File: config.mk
export PLATFORM = sky130hd
export DESIGN_NAME = clk_div_prog
export DESIGN_NICKNAME = d
export VERILOG_FILES = /design/src/rtl/clk_div_prog.sv
export SDC_FILE = /design/constraint.sdc
export NUM_CORES = 1
export LEC_CHECK = 0
export BUFFER_PORTS_ARGS = -buffer_cell sky130_fd_sc_hd__buf_2
export CAP_MARGIN = 25
export CORE_ASPECT_RATIO = 0.75
export CORE_MARGIN = 1
export CORE_UTILIZATION = 38
export DETAILED_ROUTE_END_ITERATION = 10
export HOLD_SLACK_MARGIN = 0.12
export PLACE_DENSITY = 0.6
export RECOVER_POWER = 100
export SLEW_MARGIN = 20
export SYNTH_ARGS = -nofsm -noshare
export SYNTH_HDL_FRONTEND = slang
export SYNTH_SLANG_ARGS = --single-unit
File: constraint.sdc
create_clock -name clk_ref -period 5.1 [get_ports clk_ref]
set_input_delay 0.255 -clock clk_ref [delete_from_list [all_inputs] [get_ports clk_ref]]
set_output_delay 0.255 -clock clk_ref [all_outputs]
set_load 0.005 [all_outputs]
File: src/rtl/clk_div_prog.sv
// Runtime-programmable integer clock divider with boundary-aligned divisor changes and enable.
// Optional macro CLK_DIV_PROG_ODD_DUTY50_EN adds a falling-edge flop for 50% duty on odd divisors.
module clk_div_prog #(
  parameter int WIDTH     = 8,
  parameter int DIV_RESET = 4
) (
  input  logic             clk_ref,
  input  logic             srst,
  input  logic             en,
  input  logic [WIDTH-1:0] div_in,
  input  logic             div_load,
  output logic             div_pending,
  output logic             div_ack,
  output logic             div_err,
  output logic [WIDTH-1:0] div_cur,
  output logic             clk_out,
  output logic             tick
);

  typedef enum logic [1:0] {IDLE, RUN, STOP} state_e;

  localparam logic [WIDTH-1:0] N_RST   = WIDTH'(DIV_RESET);
  localparam logic [WIDTH-1:0] CNT_RST = WIDTH'(DIV_RESET - 1);
  localparam logic [WIDTH-1:0] ONE     = WIDTH'(1);
  localparam logic [WIDTH-1:0] TWO     = WIDTH'(2);

  state_e           state_q, state_d;
  logic [WIDTH-1:0] cnt_q, cnt_d;
  logic [WIDTH-1:0] n_q, n_d;
  logic [WIDTH-1:0] pval_q, pval_d;
  logic             pend_q, pend_d;
  logic             pos_q, pos_d;
  logic             tick_q, tick_d;
  logic             ack_q, ack_d;
  logic             err_q, err_d;

  logic             at_wrap;
  logic             apply;
  logic [WIDTH-1:0] n_new;
  logic [WIDTH-1:0] h_new;
  logic [WIDTH-1:0] cnt_inc;

  // A pending divisor lands either at the wrap edge or on any edge spent in IDLE.
  assign at_wrap = (cnt_q == (n_q - ONE));
  assign apply   = pend_q && ((state_q == IDLE) || at_wrap);
  assign n_new   = apply ? pval_q : n_q;
  assign h_new   = n_new >> 1;
  assign cnt_inc = at_wrap ? '0 : (cnt_q + ONE);

  always_comb begin
    state_d = state_q;
    cnt_d   = cnt_q;
    n_d     = n_q;
    pval_d  = pval_q;
    pend_d  = pend_q;
    pos_d   = pos_q;
    tick_d  = 1'b0;
    ack_d   = 1'b0;
    err_d   = 1'b0;

    if (apply) begin
      n_d    = n_new;
      ack_d  = 1'b1;
      pend_d = 1'b0;
    end

    // A load on the apply edge only refills the pending slot for the next boundary.
    if (div_load) begin
      if (div_in < TWO) begin
        err_d = 1'b1;
      end else begin
        pval_d = div_in;
        pend_d = 1'b1;
      end
    end

    case (state_q)
      RUN, STOP: begin
        if (!en && at_wrap) begin
          state_d = IDLE;
          cnt_d   = n_new - ONE;
          pos_d   = 1'b0;
        end else begin
          state_d = en ? RUN : STOP;
          cnt_d   = cnt_inc;
          pos_d   = (cnt_inc < h_new);
          tick_d  = (cnt_inc == '0);
        end
      end
      default: begin
        cnt_d = n_new - ONE;
        pos_d = 1'b0;
        if (en) state_d = RUN;
      end
    endcase
  end

  always_ff @(posedge clk_ref) begin
    if (srst) begin
      state_q <= IDLE;
      cnt_q   <= CNT_RST;
      n_q     <= N_RST;
      pend_q  <= 1'b0;
      pos_q   <= 1'b0;
      tick_q  <= 1'b0;
      ack_q   <= 1'b0;
      err_q   <= 1'b0;
    end else begin
      state_q <= state_d;
      cnt_q   <= cnt_d;
      n_q     <= n_d;
      pend_q  <= pend_d;
      pos_q   <= pos_d;
      tick_q  <= tick_d;
      ack_q   <= ack_d;
      err_q   <= err_d;
    end
  end

  // The pending value is only meaningful while pend_q is set.
  always_ff @(posedge clk_ref) begin
    pval_q <= pval_d;
  end

`ifdef CLK_DIV_PROG_ODD_DUTY50_EN
  logic neg_q;

  always_ff @(negedge clk_ref) begin
    if (srst) neg_q <= 1'b0;
    else      neg_q <= pos_q;
  end

  assign clk_out = pos_q | (neg_q & n_q[0]);
`else
  assign clk_out = pos_q;
`endif

  assign tick        = tick_q;
  assign div_pending = pend_q;
  assign div_ack     = ack_q;
  assign div_err     = err_q;
  assign div_cur     = n_q;

endmodule
* After elaboration in Yosys (flattened, before gate mapping)
Cells that the tools add are included.
Operators by class: add/subtract/negate cells 3, multipliers 0, divide/modulo/power cells 0, $lt $le $gt $ge 2, equal/unequal tests 3, shifts and indexed selects 0, muxes and demuxes 13, bitwise gates (word level) 3, reductions and logical operators 11
Operators by type and width (count):
- $mux 8 | 4
- $sub 8x1->8 const B | 2
- $add 8x1->8 const B | 1
- $eq 8x8->1 | 1
- $logic_not 8->1 | 1
- $lt 8x2->1 const B | 1
- $lt 8x7->1 | 1
- $mux 2 | 4
- $mux 1 | 5
- $reduce_or 2->1 | 2
- $not 1->1 | 3
- $reduce_or 3->1 | 1
- $eq 2x1->1 const B | 1
- $eq 2x2->1 const B | 1
- $logic_and 1x1->1 | 2
- $logic_not 2->1 | 1
- $reduce_and 2->1 | 1
- $reduce_bool 2->1 | 1
- $logic_not 1->1 | 1
- $logic_or 1x1->1 | 1
Word-level totals: register bits 31, latch bits 0, memory bits (writable) 0, memory bits (read-only) 0, logic and storage cells 44, memories kept 0

* Logic depth before layout (Yosys ltp)
depth after elaboration 8, depth in mapped cells 18, gate-level depth less buffers 16

* Worst setup path after synthesis
OpenSTA, ideal clock, no wires.
path kind reg2reg, start point register n_q[0], in the netlist div_cur[0], end point register pos_q, in the netlist clk_out, setup time 88 ps, arrival 3604 ps, setup slack 1409 ps, cell stages (with the launch flop) 19, buffers on the path 2, period minus slack after synthesis 3691 ps, path through dfxtp_1 -> buf_2 -> inv_1 -> ha_1 -> o21ba_2 -> a221oi_1 -> o2111ai_1 -> nor4_1 -> o21ai_1 -> buf_2 -> mux2i_1 -> ha_1 -> a21o_1 -> a21oi_1 -> nand2_1 -> a21oi_1 -> nor2b_1 -> o221a_1 -> nor4_2
On the way: word-level cells in the longest chain between the ends 6, elaborated cells on any way between the ends 9
RTL lines:
- start, declared | RTL line 29 | logic [WIDTH-1:0] n_q, n_d;
- start signal, assigned | RTL line 111 | n_q <= n_d;
- $sub 8x1->8 (*) | RTL line 44 | assign at_wrap = (cnt_q == (n_q - ONE));
- $eq 8x8->1 (*) | RTL line 44
- $logic_or 1x1->1 | RTL line 45 | assign apply = pend_q && ((state_q == IDLE) || at_wrap);
- $logic_and 1x1->1 | RTL line 45
- $mux 8 | RTL line 46 | assign n_new = apply ? pval_q : n_q;
- $lt 8x7->1 | RTL line 86 | pos_d = (cnt_inc < h_new);
- end signal, assigned | RTL line 113 | pos_q <= pos_d;
- end, declared | RTL line 32 | logic pos_q, pos_d;
Mark *: on every way between the ends. The rest lies on a longest branch, timed or not. A chain may end at the register's enable or synchronous reset.

* Worst setup path after layout
Ends and elaborated chain as after synthesis.

==> impl_metrics.py <==
metrics = {
    "job": {
        "cap_violations": 0,
    },
    "setup_path": {
        "crit_path_max_fanout": 12,
        "crit_path_end_kind": "register",
        "worst_ep_required_time_ns": 5.30,
        "arrival_ns": 4.48,
        "critical_path.startpoint_type": "register",
        "crit_type": "register to register",
    },
    "global_route": {
        "grt.total_usage": 0.184,
        "first_global_vias": 1415,
        "antenna_found_initial": 0,
        "grt_max_degree": 19,
        "overflow": 0,
        "grt_pass1_wl_mm": 7.56,
    },
    "placement": {
        "hpwl_mm": 3.70,
        "gp_congestion": 0.935,
        "pre_cts_slack_ns": 1.15,
        "port_buffers": 24,
        "post_dp_cell_area_um2": 2120,
    },
    "floorplan": {
        "fp.coreArea_um2": 4930,
        "start_util": 0.398,
        "die_y_um": 64.2,
        "die_w_um": 84.9,
        "fp-row-count": 22,
        "dieArea_um2": 5450,
        "pin_count": 25,
    },
    "timing": {
        "whs_ns": 0.144,
        "fmax_ghz": 0.233,
        "rsz0062_at_grt": "no",
        "final.setup.tns_ns": 0,
        "worstMarginPinSlew_ns": 0.498,
        "max-slew-margin-rel": 0.668,
        "setup_viol": 0,
        "finalCriticalPeriod_ns": 4.28,
        "setup_slack_ns": 0.815,
        "slew_violations": 0,
        "skew_ns": 0.00408,
        "hold_violations": 0,
        "min_period_over_period": 0.840,
    },
    "final_layout": {
        "most-common-layout-cells": "nor2_1, dfxtp_1, buf_2, inv_1",
        "design_area_um2": 2210,
        "area_growth_pct": 12.6,
        "drive_gt1_frac": 0.117,
        "mostFrequentLayoutCell": "nor2_1",
        "insertedDiodeCount": 0,
        "fin_nets": 260,
        "num-fill-cells": 486,
    },
    "pwr": {
        "p_per_area_nw_per_um2": 440,
        "peakVddDrop_uv": 205,
        "p_leak_nw": 0.934,
        "fin_total_pwr_mw": 0.973,
    },
    "cts": {
        "ctsLongestPathBuffers": 2,
        "cts_tree": "done",
        "cts-root-buf": "clkbuf_8",
        "cts_buffers": 5,
        "cts_resized": 0,
        "clk_pin_slew_ns": 0.06,
        "clock_latency_ns": 0.28,
        "h-tree-depth": 2,
        "cts.sinks": 31,
        "post_cts_buffers": 0,
        "hold_buffers": 0,
    },
    "synthesis": {
        "synthCells": 214,
        "syn-num-nets": 236,
        "synth_area_per_cell_um2": 9.16,
        "synth-seq-cells": 31,
        "dominantRegCellSynth": "dfxtp_1",
        "ys_types": 54,
        "synth_edf_count": 8,
        "syn_area_um2": 1960,
        "yosys_warnings": 0,
        "async_flop_share": 0,
        "ys_seq_area_frac": 0.357,
    },
    "detailed_routing": {
        "wl_per_cell_um": 15.6,
        "num_vias": 1651,
        "initialDrtViolationCount": 107,
        "wirelength_mm": 4.67,
        "drtAntennaViolNets": 0,
        "drc_errors": 0,
        "viasPerCell": 5.52,
        "dr.pass1.iters": 6,
    },
    "outcome": {
        "status": "completed",
    },
    "min_path": {
        "hold_path.class": "input port to register",
    },
}
cell usage after synthesis, types with 6 or more instances:
master    number  area [um^2]
inv_1         12         45.0
nand3_1        6         30.0
nor2_1        24         90.1
a21oi_1        8         40.0
nor3_1         9         45.0
ha_1          10          125
nand2_1       11         41.3
xor2_1        11         96.3
edfxtp_1       8          240
dfxtp_1       23          460
mux2i_1       11          110
xnor2_1       11         96.3
report_power, final:
part / internal [mW] / switching [mW]
Sequential: 0.286 / 0.0508
Clock: 0.143 / 0.0930
Combinational: 0.182 / 0.218
Total: 0.610 / 0.362
worst paths after layout:
| check | from | end | slack [ns] | depth (start not counted) |
|---|---|---|---|---|
| setup / recovery | div_cur[0] | clk_out | 0.82 | 18 |
| hold / removal | div_in[0] | pval_q[0] | 0.14 | 1 |
| setup reg to reg | div_cur[0] | clk_out | 0.82 | 18 |
| hold reg to reg | state_q[0] | state_q[0] | 0.49 | 2 |
metal layers:
layer | up-vias | share of wire | global-route usage
met4 | 0 | 0.018 | 0.0678
met3 | 7 | 0.070 | 0.0439
li1 | 826 | - | -
met1 | 758 | 0.52 | 0.280
met5 | - | 0 | 0
met2 | 60 | 0.40 | 0.244
flip-flops by register name (all words and copies together), names as in the netlist:
signal	cells
pval_q	8
div_err	1
div_pending	1
state_q	2
div_ack	1
cnt_q	8
div_cur	8
tick	1
clk_out	1
critical path, stage by stage, from the launching register on:
cell and delay (ns):
dfxtp_1 0.52, inv_1 0.09, ha_1 0.28, o21ba_2 0.23, a221oi_1 0.28, o2111ai_1 0.25, nor4_1 0.23, clkbuf_1 0.42
o21ai_0 0.14, buf_4 0.22, mux2i_1 0.22, ha_1 0.28, a21o_1 0.16, a21oi_1 0.18, nand2_1 0.07, a21oi_1 0.14
nor2b_1 0.06, o221a_1 0.23, nor4_1 0.20
final cells by class:
cell class	instances	area, um^2	area share
Timing Repair Buffer	26	121	0.0550
Multi-Input combinational cell	162	1160	0.525
Inverter	12	45.0	0.0204
Tap cell	60	75.1	0.0340
Clock buffer	5	68.8	0.0312
Clock inverter	3	38.8	0.0176
Sequential cell	31	701	0.317
cell families after synthesis:
group,count (synthesis),synth area share
AOI/OAI and AO/OA,38,0.141
xor gates and xnor gates,23,0.110
adders and majority gates,10,0.0638
buffers and inverters,21,0.0485
DFF,31,0.357
muxes,12,0.0619
and+or+nand+nor,79,0.218
stage by stage:
stage	util	std cells
2_1_floorplan	-	214
3_3_place_gp	0.430	291
3_5_place_dp	0.430	291
4_1_cts	0.452	299
5_1_grt	0.448	299
6_report	0.448	299
Power figures use the tool's default switching activity.
